==> src/rtl/uart_debug_ctrl_if.sv <==
// Signal bundle between the UART debug controller and its environment
// (UART rx/tx byte datapath, instruction memory, MIPS core, register file).
// The controller uses the master modport; the environment uses slave.
interface uart_debug_ctrl_if #(
  parameter int NB_DATA = 8,
  parameter int NB_WORD = 32,
  parameter int NB_ADDR = 8,
  parameter int NB_REG  = 5
);
  // UART receiver side
  logic [NB_DATA-1:0] i_rx_data;
  logic               i_rx_done;
  // UART transmitter side
  logic [NB_DATA-1:0] o_tx_data;
  logic               o_tx_start;
  logic               i_tx_done;
  // Instruction memory write port
  logic               o_imem_we;
  logic [NB_ADDR-1:0] o_imem_addr;
  logic [NB_WORD-1:0] o_imem_data;
  // Core control and observation
  logic               o_cpu_en;
  logic               i_halt;
  logic [NB_WORD-1:0] i_pc;
  logic [NB_REG-1:0]  o_reg_addr;
  logic [NB_WORD-1:0] i_reg_data;
  // Status
  logic               o_busy;

  modport master (
    input  i_rx_data, i_rx_done, i_tx_done, i_halt, i_pc, i_reg_data,
    output o_tx_data, o_tx_start, o_imem_we, o_imem_addr, o_imem_data,
           o_cpu_en, o_reg_addr, o_busy
  );

  modport slave (
    output i_rx_data, i_rx_done, i_tx_done, i_halt, i_pc, i_reg_data,
    input  o_tx_data, o_tx_start, o_imem_we, o_imem_addr, o_imem_data,
           o_cpu_en, o_reg_addr, o_busy
  );
endinterface

==> src/rtl/uart_debug_ctrl.sv <==
// Command sequencer between the UART byte datapath and the MIPS core.
// Decodes host commands (LOAD/RUN/STEP/DUMP), assembles 32-bit words into
// instruction memory, gates the core clock enable and streams PC plus the
// register file back to the host. One FSM owns both UART directions.
module uart_debug_ctrl #(
  parameter int NB_DATA = 8,
  parameter int NB_WORD = 32,
  parameter int NB_ADDR = 8,
  parameter int NB_REG  = 5,
  parameter int N_REGS  = 32
) (
  input  logic                  i_clk,
  input  logic                  i_reset,
  uart_debug_ctrl_if.master     bus
);

  localparam logic [NB_DATA-1:0] CMD_LOAD = NB_DATA'(8'h01);
  localparam logic [NB_DATA-1:0] CMD_RUN  = NB_DATA'(8'h02);
  localparam logic [NB_DATA-1:0] CMD_STEP = NB_DATA'(8'h03);
  localparam logic [NB_DATA-1:0] CMD_DUMP = NB_DATA'(8'h04);
  localparam logic [NB_DATA-1:0] RSP_ACK  = NB_DATA'(8'h06);
  localparam logic [NB_DATA-1:0] RSP_NAK  = NB_DATA'(8'h15);
  localparam logic [NB_REG-1:0]  LAST_REG = NB_REG'(N_REGS - 1);

  typedef enum logic [3:0] {
    IDLE, GET_CNT, GET_BYTE, WR_MEM, RUN, STEP,
    DUMP_PC, DUMP_RD, DUMP_CAP, TX_BYTE, TX_WAIT, SEND_RESP
  } state_t;

  state_t             state_q,     state_d;
  state_t             after_q,     after_d;      // where to go once the current tx word is sent
  logic [NB_DATA-1:0] tx_data_q,   tx_data_d;
  logic               tx_start_q,  tx_start_d;
  logic               imem_we_q,   imem_we_d;
  logic [NB_ADDR-1:0] imem_addr_q, imem_addr_d;
  logic [NB_WORD-1:0] asm_q,       asm_d;        // rx word assembly, LSB byte first
  logic               cpu_en_q,    cpu_en_d;
  logic [NB_REG-1:0]  reg_addr_q,  reg_addr_d;
  logic [NB_ADDR-1:0] ptr_q,       ptr_d;        // next imem word address for LOAD
  logic [NB_DATA-1:0] word_cnt_q,  word_cnt_d;   // words still to receive
  logic [1:0]         byte_cnt_q,  byte_cnt_d;   // rx byte position within a word
  logic [1:0]         tx_cnt_q,    tx_cnt_d;     // tx byte position within a word
  logic [NB_WORD-1:0] shift_q,     shift_d;      // tx word, shifted out LSB first

  // State and output registers; reset aborts everything and clears all outputs.
  always_ff @(posedge i_clk or negedge i_reset) begin
    if (!i_reset) begin
      state_q     <= IDLE;
      after_q     <= IDLE;
      tx_data_q   <= '0;
      tx_start_q  <= 1'b0;
      imem_we_q   <= 1'b0;
      imem_addr_q <= '0;
      asm_q       <= '0;
      cpu_en_q    <= 1'b0;
      reg_addr_q  <= '0;
      ptr_q       <= '0;
      word_cnt_q  <= '0;
      byte_cnt_q  <= '0;
      tx_cnt_q    <= '0;
      shift_q     <= '0;
    end else begin
      // NOTE: non-blocking assignments so every register samples pre-edge values.
      state_q     <= state_d;
      after_q     <= after_d;
      tx_data_q   <= tx_data_d;
      tx_start_q  <= tx_start_d;
      imem_we_q   <= imem_we_d;
      imem_addr_q <= imem_addr_d;
      asm_q       <= asm_d;
      cpu_en_q    <= cpu_en_d;
      reg_addr_q  <= reg_addr_d;
      ptr_q       <= ptr_d;
      word_cnt_q  <= word_cnt_d;
      byte_cnt_q  <= byte_cnt_d;
      tx_cnt_q    <= tx_cnt_d;
      shift_q     <= shift_d;
    end
  end

  // Next-state and next-output decode for the command sequencer.
  always_comb begin
    // NOTE: every _d gets its hold value first, so no path can infer a latch.
    state_d     = state_q;
    after_d     = after_q;
    tx_data_d   = tx_data_q;
    tx_start_d  = 1'b0;
    imem_we_d   = 1'b0;
    imem_addr_d = imem_addr_q;
    asm_d       = asm_q;
    cpu_en_d    = 1'b0;
    reg_addr_d  = reg_addr_q;
    ptr_d       = ptr_q;
    word_cnt_d  = word_cnt_q;
    byte_cnt_d  = byte_cnt_q;
    tx_cnt_d    = tx_cnt_q;
    shift_d     = shift_q;

    unique case (state_q)
      IDLE: begin
        if (bus.i_rx_done) begin
          case (bus.i_rx_data)
            CMD_LOAD: begin
              ptr_d   = '0;
              state_d = GET_CNT;
            end
            CMD_RUN: begin
              // A core already halted never gets enabled.
              if (bus.i_halt) begin
                state_d = DUMP_PC;
              end else begin
                cpu_en_d = 1'b1;
                state_d  = RUN;
              end
            end
            CMD_STEP: begin
              cpu_en_d = 1'b1;
              state_d  = STEP;
            end
            CMD_DUMP: state_d = DUMP_PC;
            default: begin
              shift_d = NB_WORD'(RSP_NAK);
              state_d = SEND_RESP;
            end
          endcase
        end
      end

      GET_CNT: begin
        if (bus.i_rx_done) begin
          word_cnt_d = bus.i_rx_data;
          byte_cnt_d = '0;
          if (bus.i_rx_data == '0) begin
            shift_d = NB_WORD'(RSP_ACK);
            state_d = SEND_RESP;
          end else begin
            state_d = GET_BYTE;
          end
        end
      end

      GET_BYTE: begin
        if (bus.i_rx_done) begin
          asm_d      = {bus.i_rx_data, asm_q[NB_WORD-1:NB_DATA]};
          byte_cnt_d = byte_cnt_q + 2'd1;
          if (byte_cnt_q == 2'd3) begin
            imem_we_d   = 1'b1;
            imem_addr_d = ptr_q;
            state_d     = WR_MEM;
          end
        end
      end

      WR_MEM: begin
        // Pointer wraps naturally at 2^NB_ADDR.
        ptr_d      = ptr_q + NB_ADDR'(1);
        word_cnt_d = word_cnt_q - NB_DATA'(1);
        if (word_cnt_q == NB_DATA'(1)) begin
          shift_d = NB_WORD'(RSP_ACK);
          state_d = SEND_RESP;
        end else begin
          state_d = GET_BYTE;
        end
      end

      RUN: begin
        if (bus.i_halt) begin
          state_d = DUMP_PC;
        end else begin
          cpu_en_d = 1'b1;
        end
      end

      STEP: state_d = DUMP_PC;

      DUMP_PC: begin
        shift_d    = bus.i_pc;
        tx_cnt_d   = '0;
        reg_addr_d = '0;
        after_d    = DUMP_RD;
        state_d    = TX_BYTE;
      end

      // Register file answers one cycle after the address is presented.
      DUMP_RD: state_d = DUMP_CAP;

      DUMP_CAP: begin
        shift_d  = bus.i_reg_data;
        tx_cnt_d = '0;
        if (reg_addr_q == LAST_REG) begin
          after_d = IDLE;
        end else begin
          after_d    = DUMP_RD;
          reg_addr_d = reg_addr_q + NB_REG'(1);
        end
        state_d = TX_BYTE;
      end

      TX_BYTE: begin
        tx_start_d = 1'b1;
        tx_data_d  = shift_q[NB_DATA-1:0];
        shift_d    = shift_q >> NB_DATA;
        state_d    = TX_WAIT;
      end

      TX_WAIT: begin
        // Returning through TX_BYTE guarantees one idle cycle after tx_done.
        if (bus.i_tx_done) begin
          if (tx_cnt_q == 2'd3) begin
            state_d = after_q;
          end else begin
            tx_cnt_d = tx_cnt_q + 2'd1;
            state_d  = TX_BYTE;
          end
        end
      end

      SEND_RESP: begin
        // Single-byte response: start at the last byte slot of the word.
        tx_cnt_d = 2'd3;
        after_d  = IDLE;
        state_d  = TX_BYTE;
      end

      default: state_d = IDLE;
    endcase
  end

  assign bus.o_tx_data   = tx_data_q;
  assign bus.o_tx_start  = tx_start_q;
  assign bus.o_imem_we   = imem_we_q;
  assign bus.o_imem_addr = imem_addr_q;
  assign bus.o_imem_data = asm_q;
  assign bus.o_cpu_en    = cpu_en_q;
  assign bus.o_reg_addr  = reg_addr_q;
  assign bus.o_busy      = (state_q != IDLE);

endmodule

==> src/flat_wrapper.sv <==
// flat-port wrapper written by rule: the top's interface ports become plain ports
module uart_debug_ctrl_flat 
#(
  parameter int NB_DATA = 8,
  parameter int NB_WORD = 32,
  parameter int NB_ADDR = 8,
  parameter int NB_REG  = 5,
  parameter int N_REGS  = 32
)
  (i_clk, i_reset, bus_i_rx_data, bus_i_rx_done, bus_i_tx_done, bus_i_halt, bus_i_pc, bus_i_reg_data, bus_o_tx_data, bus_o_tx_start, bus_o_imem_we, bus_o_imem_addr, bus_o_imem_data, bus_o_cpu_en, bus_o_reg_addr, bus_o_busy);
  uart_debug_ctrl_if #(.NB_DATA(NB_DATA), .NB_WORD(NB_WORD), .NB_ADDR(NB_ADDR), .NB_REG(NB_REG)) bus_i ();
  input  logic i_clk;
  input  logic i_reset;
  input wire logic [$bits(bus_i.i_rx_data)-1:0] bus_i_rx_data;
  input wire logic [$bits(bus_i.i_rx_done)-1:0] bus_i_rx_done;
  input wire logic [$bits(bus_i.i_tx_done)-1:0] bus_i_tx_done;
  input wire logic [$bits(bus_i.i_halt)-1:0] bus_i_halt;
  input wire logic [$bits(bus_i.i_pc)-1:0] bus_i_pc;
  input wire logic [$bits(bus_i.i_reg_data)-1:0] bus_i_reg_data;
  output wire logic [$bits(bus_i.o_tx_data)-1:0] bus_o_tx_data;
  output wire logic [$bits(bus_i.o_tx_start)-1:0] bus_o_tx_start;
  output wire logic [$bits(bus_i.o_imem_we)-1:0] bus_o_imem_we;
  output wire logic [$bits(bus_i.o_imem_addr)-1:0] bus_o_imem_addr;
  output wire logic [$bits(bus_i.o_imem_data)-1:0] bus_o_imem_data;
  output wire logic [$bits(bus_i.o_cpu_en)-1:0] bus_o_cpu_en;
  output wire logic [$bits(bus_i.o_reg_addr)-1:0] bus_o_reg_addr;
  output wire logic [$bits(bus_i.o_busy)-1:0] bus_o_busy;
  assign bus_i.i_rx_data = bus_i_rx_data;
  assign bus_i.i_rx_done = bus_i_rx_done;
  assign bus_i.i_tx_done = bus_i_tx_done;
  assign bus_i.i_halt = bus_i_halt;
  assign bus_i.i_pc = bus_i_pc;
  assign bus_i.i_reg_data = bus_i_reg_data;
  assign bus_o_tx_data = bus_i.o_tx_data;
  assign bus_o_tx_start = bus_i.o_tx_start;
  assign bus_o_imem_we = bus_i.o_imem_we;
  assign bus_o_imem_addr = bus_i.o_imem_addr;
  assign bus_o_imem_data = bus_i.o_imem_data;
  assign bus_o_cpu_en = bus_i.o_cpu_en;
  assign bus_o_reg_addr = bus_i.o_reg_addr;
  assign bus_o_busy = bus_i.o_busy;
  uart_debug_ctrl #(.NB_DATA(NB_DATA), .NB_WORD(NB_WORD), .NB_ADDR(NB_ADDR), .NB_REG(NB_REG), .N_REGS(N_REGS)) u_core (.i_clk(i_clk), .i_reset(i_reset), .bus(bus_i));
endmodule
==> config.mk <==
export PLATFORM = sky130hd
export DESIGN_NAME = uart_debug_ctrl_flat
export DESIGN_NICKNAME = d
export VERILOG_FILES = /design/src/rtl/uart_debug_ctrl_if.sv /design/src/rtl/uart_debug_ctrl.sv /design/src/flat_wrapper.sv
export SDC_FILE = /design/constraint.sdc
export NUM_CORES = 1
export LEC_CHECK = 0
export BUFFER_PORTS_ARGS = -buffer_cell sky130_fd_sc_hd__buf_4
export CORE_MARGIN = 5
export CORE_UTILIZATION = 40
export CTS_BUF_LIST = sky130_fd_sc_hd__clkbuf_16
export DETAILED_ROUTE_END_ITERATION = 12
export PLACE_DENSITY = 0.65
export SETUP_SLACK_MARGIN = 0.4
export SLEW_MARGIN = 0
export SYNTH_ARGS = -nofsm -noshare
export SYNTH_HDL_FRONTEND = slang
export SYNTH_SLANG_ARGS = --single-unit
==> constraint.sdc <==
create_clock -name i_clk -period 2.2 [get_ports i_clk]
set_clock_uncertainty 0.2 [all_clocks]
set_input_delay 0.44 -clock i_clk [delete_from_list [all_inputs] [get_ports i_clk]]
set_output_delay 0.44 -clock i_clk [all_outputs]
set_load 0.1 [all_outputs]
# Yosys cells after proc, flatten, opt, wreduce, memory -nomap -nowiden
# Index checks and enable logic that the tools add are counted.
[word_totals]
register_bits = 116
latchBits = 0
ramBits = 0
mem_bits_ro = 0
output_inout_bits = 57
mem_count = 0
[op_classes]
addsub = 5
multipliers = 0
div = 0
n_lt_le_gt_ge = 0
eq_ne = 31
shift = 0
mux = 41
bitwise = 0
n_reduce_logical = 22
[ops]
columns = ["operator", "count"]
rows = [
  ["$pmux W32 S6", 1],
  ["$mux W32", 5],
  ["$pmux W4 S10", 1],
  ["$mux W4", 9],
  ["$pmux W8 S2", 2],
  ["$mux W8", 3],
  ["$ne A2 B2 Y1 const B", 9],
  ["$eq A4 B3 Y1 const B", 4],
  ["$eq A4 B4 Y1 const B", 4],
  ["$eq A8 B1 Y1 const B", 2],
  ["$eq A8 B2 Y1 const B", 2],
  ["$pmux W4 S4", 1],
  ["$pmux W4 S3", 1],
  ["$reduce_and A3 Y1", 4],
  ["$reduce_and A6 Y1", 2],
  ["$mux W2", 5],
  ["$pmux W5 S2", 1],
  ["$add A8 B1 Y8 const B", 1],
  ["$eq A4 B2 Y1 const B", 2],
  ["$eq A8 B3 Y1 const B", 1],
  ["$logic_not A8 Y1", 1],
  ["$reduce_bool A2 Y1", 4],
  ["$sub A8 B1 Y8 const B", 1],
  ["$mux W1", 6],
  ["19 further kinds", 27],
]

# Depth between registers and ports, before layout
[logic_depth]
ltp_word = 5
depth_mapped = 8
depth_no_buf = 8

# Worst setup path before layout
# OpenSTA, ideal clock, no wires.
[synth_path]
path_type = "flip-flop to flip-flop"
from = "register u_core.state_q[1]"
to = "register u_core.ptr_q[5]"
setup_ns = 0.121
t_arrival_ns = 2.296
required_ns = 1.879
path_slack_ns = -0.417
stages_incl_launch_ff = 8
period_less_slack_ns = 2.617
cell_sequence = "dfrtp_1 > buf_2 > nor4_2 > inv_1 > nor4_1 > o22a_1 > o21ai_0 > a22o_1"
[synth_between]
elab_chain_len = 3
elab_cells_between_ends = 7
[synth_lines]
columns = ["item", "line", "source"]
rows = [
  ["from (decl)", "uart_debug_ctrl.sv:30", "state_t state_q, state_d;"],
  ["from (signal assigned)", "uart_debug_ctrl.sv:64", "state_q <= state_d;"],
  ["$eq A4 B2 Y1 or $logic_not A4 Y1 (tied branches)", "uart_debug_ctrl.sv:99", "unique case (state_q)"],
  ["$reduce_bool A2 Y1 (no line) or $ne A2 B2 Y1 (tied branches)", "-", ""],
  ["$reduce_and A3 Y1 (no line)", "-", ""],
  ["to (signal assigned)", "uart_debug_ctrl.sv:73", "ptr_q <= ptr_d;"],
  ["to (decl)", "uart_debug_ctrl.sv:39", "logic [NB_ADDR-1:0] ptr_q, ptr_d;"],
]
# Several ways; a longest one is shown, not always the timed one.
# A chain may end at the register's enable or synchronous reset.

# Worst setup path after layout
[layout_path]
from = "register u_core.state_q[2]"
to = "output port bus_o_busy"
[layout_between]
elab_chain_len = 1
[layout_lines]
columns = ["item", "line", "source"]
rows = [
  ["$reduce_bool A4 Y1", "uart_debug_ctrl.sv:236", "assign bus.o_busy = (state_q != IDLE);"],
  ["to (decl)", "flat_wrapper.sv:27", "output wire logic [$bits(bus_i.o_busy)-1:0] bus_o_busy;"],
]
# No other way between the ends.

==> impl_metrics.csv <==
group,metric,value,unit
routing,vias_per_cell,5.53,
hold_path,hold_class,"in -> reg",
grt,overflow,0,
critical_path,r2r_start,"u_core.word_cnt_q[1]",
die,die_area,16100,um^2
sta,relSlewSlack,0.669,
critical_path,critPathMaxFanout,4,
flow_run,drv_cap,0,
placed_design,dp.final_hpwl,10.7,mm
outcome,violations,"setup timing",
die,start_util,0.411,
logic_synthesis,syn_nets,596,
cells_and_area,area_delta_synth_final,67.1,%
sta,period_share,1.07,
routing,drc,0,
logic_synthesis,postSynthCellCount,512,
grt,grt_first_pass_wirelength,27.8,mm
die,coreArea,13300,um^2
critical_path,reg2reg_depth,9,
logic_synthesis,ys_seq_area_frac,0.518,
critical_path,path_class,"reg -> out",
cells_and_area,layout-drive-gt1-share,0.568,
cts,cts_tree,"done",
pwr,internal_power,8.50,mW
logic_synthesis,synthXorXnorAreaFrac,0.00641,
logic_synthesis,ys_types,62,
logic_synthesis,synth_seq_cells,113,
pwr,peakVddDrop,1010,uV
logic_synthesis,synth_edf_count,0,
cells_and_area,instances_no_fill,930,
cells_and_area,nFillCells,954,
logic_synthesis,synth_compound_area_frac,0.171,
sta,setup_ws,-155,ps
critical_path,start_kind,"register",
die,die_w,127,um
sta,rsz0062_at_grt,"true",
logic_synthesis,synth_fa_ha_area_frac,0.0160,
placed_design,dp_cells,843,
logic_synthesis,ys_warn_count,0,
die,ios,134,
pwr,power-per-cell-area,1800,nW/um^2
critical_path,critical_path_arrival,1720,ps
cts,clockBufferDepth,2,
sta,timing.fmax,425,MHz
cts,clk_pin_slew_worst_paths,50,ps
routing,drt-total-wl,17.7,mm
logic_synthesis,synthArstFlopShare,1.00,
critical_path,reg2reg_slack,-40,ps
grt,grt_pass1_vias,5279,
critical_path,reg2reg_to,"u_core.shift_q[5]",
placed_design,place_congestion,0.876,
pwr,finalPower,16.5,mW
logic_synthesis,synth_ff_type,"dfrtp_1",
pwr,pwr-share-seq,0.233,
sta,worst_slew_pin_slew,495,ps
logic_synthesis,syn-cell-area,5460,um^2
cts,htree_levels,4,
cts,root_buffer,"clkbuf_16",
die,die_h,127,um
cells_and_area,final-seq-area,2840,um^2
cts,cts_made_buffers,17,
pwr,clkPwrFrac,0.155,
cells_and_area,multi_input_area,3110,um^2
pwr,p_leak,4.25,nW
sta,setup_viol,23,
critical_path,critPathCapture,"bus_o_busy",
cts,worstSkewPairLatency,420,ps
cells_and_area,fin_area,9130,um^2
logic_synthesis,synth_top_family_by_area,"compound AO/OA/AOI/OAI gates",
critical_path,crit_start,"u_core.state_q[2]",
pwr,comb_power_share,0.612,
die,rows,42,
pwr,p_sw,7.97,mW
sta,whs,52.1,ps
grt,antenna_found_initial,0,
logic_synthesis,muxShareOfSynthArea,0.115,
pwr,p_sw_frac,0.484,
cells_and_area,nets,826,
critical_path,cp-end-kind,"output port",
placed_design,io_buffers,133,
grt,grt_usage,0.218,
routing,num_vias,5142,
grt,grt_max_degree,53,
logic_synthesis,avgSynthCellArea,10.7,um^2
sta,hold_viol,0,
routing,drt_iter0_markers,467,
placed_design,place_ws,-191,ps
outcome,status,"finished with violations",
cells_and_area,diodes,0,
routing,wl_per_cell,19.0,um
sta,timing.final.crit_period,2360,ps
routing,ant_nets,0,
sta,drv_slew,0,
cts,cts.sink_count,113,
routing,first_pass_iters,9,
logic_synthesis,synthSimpleGateAreaFrac,0.121,
critical_path,crit_required,1560,ps
placed_design,postPlaceCellArea,7140,um^2
-- routing by layer --
metal  share of wire  wire length, um  up-vias  global-route usage
met2            0.50             8830      190               0.353
met5               0                0        -                   0
li1                -                -     2356                   -
met1            0.42             7520     2559               0.285
met3           0.054              964       37              0.0496
met4           0.022              395        0              0.0833
-- worst max-delay path, stage by stage (launching register included) --
cell        delay [ps]
dfrtp_1            390
buf_6              130
nor4_4             330
clkinvlp_4         230
buf_12             210
-- logic make-up after synthesis --
| family | after synthesis |
|---|---|
| buffers and inverters | 70 |
| adders and majority gates | 7 |
| and+or+nand+nor | 123 |
| AOI/OAI and AO/OA | 139 |
| muxes | 56 |
| DFF | 113 |
| xor gates and xnor gates | 4 |
-- flip-flops by register name (all words and copies together), names as in the netlist --
signal	cells
u_core.byte_cnt_q	2
u_core.bus.o_tx_data	8
u_core.bus.o_cpu_en	1
u_core.bus.o_imem_data	32
u_core.tx_cnt_q	2
u_core.state_q	4
u_core.shift_q	32
u_core.bus.o_tx_start	1
u_core.bus.o_imem_addr	8
u_core.bus.o_reg_addr	5
u_core.after_q	1
u_core.bus.o_imem_we	1
u_core.ptr_q	8
u_core.word_cnt_q	8
-- synth_stat cells, drive strengths merged, types with 2 or more instances --
library cell,instances,area share
xor2,2,0.0032
buf,14,0.014
a41oi,2,0.0032
nor3,2,0.0018
nand2,34,0.023
ha,7,0.016
nor2b,4,0.0046
nor4b,3,0.0076
o211ai,2,0.0027
a222oi,20,0.037
mux2,52,0.11
nand3,10,0.0092
and2,2,0.0023
o21a,6,0.0082
dfrtp,113,0.52
mux2i,4,0.0073
nor4,5,0.0069
inv,40,0.027
or3,4,0.0046
nand2b,5,0.0057
a31oi,6,0.0080
clkbuf,16,0.011
nor4bb,3,0.0055
nor3b,2,0.0027
a21oi,26,0.024
nand4bb,2,0.0041
and3,4,0.0046
nand3b,2,0.0027
a22oi,9,0.012
o31ai,2,0.0027
o22a,3,0.0048
o21ai,47,0.043
nor2,34,0.025
o22ai,2,0.0023
a311oi,4,0.0064
xnor2,2,0.0032
or4,2,0.0034
-- final cells by class --
| class | count | share of cell area |
|---|---|---|
| inverters | 40 | 0.0169 |
| clock inverters | 14 | 0.0137 |
| repair buffers | 240 | 0.247 |
| flip-flops and latches | 113 | 0.311 |
| multi-input cells | 330 | 0.341 |
| well taps | 176 | 0.0241 |
| clock buffers | 17 | 0.0466 |
-- cell usage in the layout, fill, tap and decap left out, types with 4 or more instances in the layout --
master / instances
ha_1: 4
buf_4: 179
buf_8: 4
nand3_1: 7
buf_12: 11
dfrtp_2: 5
o21a_1: 6
a22oi_1: 9
a31oi_1: 5
or3_1: 4
inv_1: 37
nor2_4: 6
nor2_2: 5
mux2i_1: 4
o21ai_0: 7
nand2_1: 29
o21ai_1: 9
o21ai_2: 31
buf_6: 36
dfrtp_1: 106
nand2b_1: 4
clkbuf_16: 17
a222oi_1: 20
nor2_1: 23
a21oi_1: 16
clkinv_2: 6
buf_16: 6
mux2_4: 51
a21oi_2: 10
-- through the flow --
step / utilization / TNS (ps)
floorplan: - / -2720
global placement: 0.537 / -4740
detailed placement: 0.537 / -5580
CTS: 0.662 / -422
global route: 0.686 / -2540
finish: 0.686 / -519
-- how the worst min path moves through the flow --
stage / startpoint / to / depth (start not counted)
2_1_floorplan: i_reset / u_core.after_q[1] / 0
3_3_place_gp: i_reset / u_core.bus.o_imem_addr[3] / 1
3_5_place_dp: i_reset / u_core.bus.o_imem_addr[3] / 1
4_1_cts: bus_i_reg_data[22] / u_core.shift_q[22] / 3
5_1_grt: bus_i_reg_data[26] / u_core.shift_q[26] / 3
6_report: bus_i_reg_data[30] / u_core.shift_q[30] / 3
-- power by group through the flow --
| stage | sequential [mW] | clock, mW | combinational (mW) |
|---|---|---|---|
| floorplan | 6.99 | 0 | 2.50 |
| global placement | 3.72 | 0 | 7.63 |
| detailed placement | 3.76 | 0 | 7.74 |
| CTS | 3.78 | 2.60 | 9.58 |
| global route | 3.96 | 2.69 | 10.5 |
| finish | 3.84 | 2.55 | 10.1 |
-- timing repair --
action / 4_1_cts / 5_1_grt
gates cloned: 11 / 0
buffers inserted: 33 / 11
setup endpoints to repair: 109 / 116
gates resized for setup: 166 / 57
hold endpoints to repair: 113 / 0
pin swaps: 39 / 25
hold buffers: 1 / 0
(Power assumes the default switching activity.)
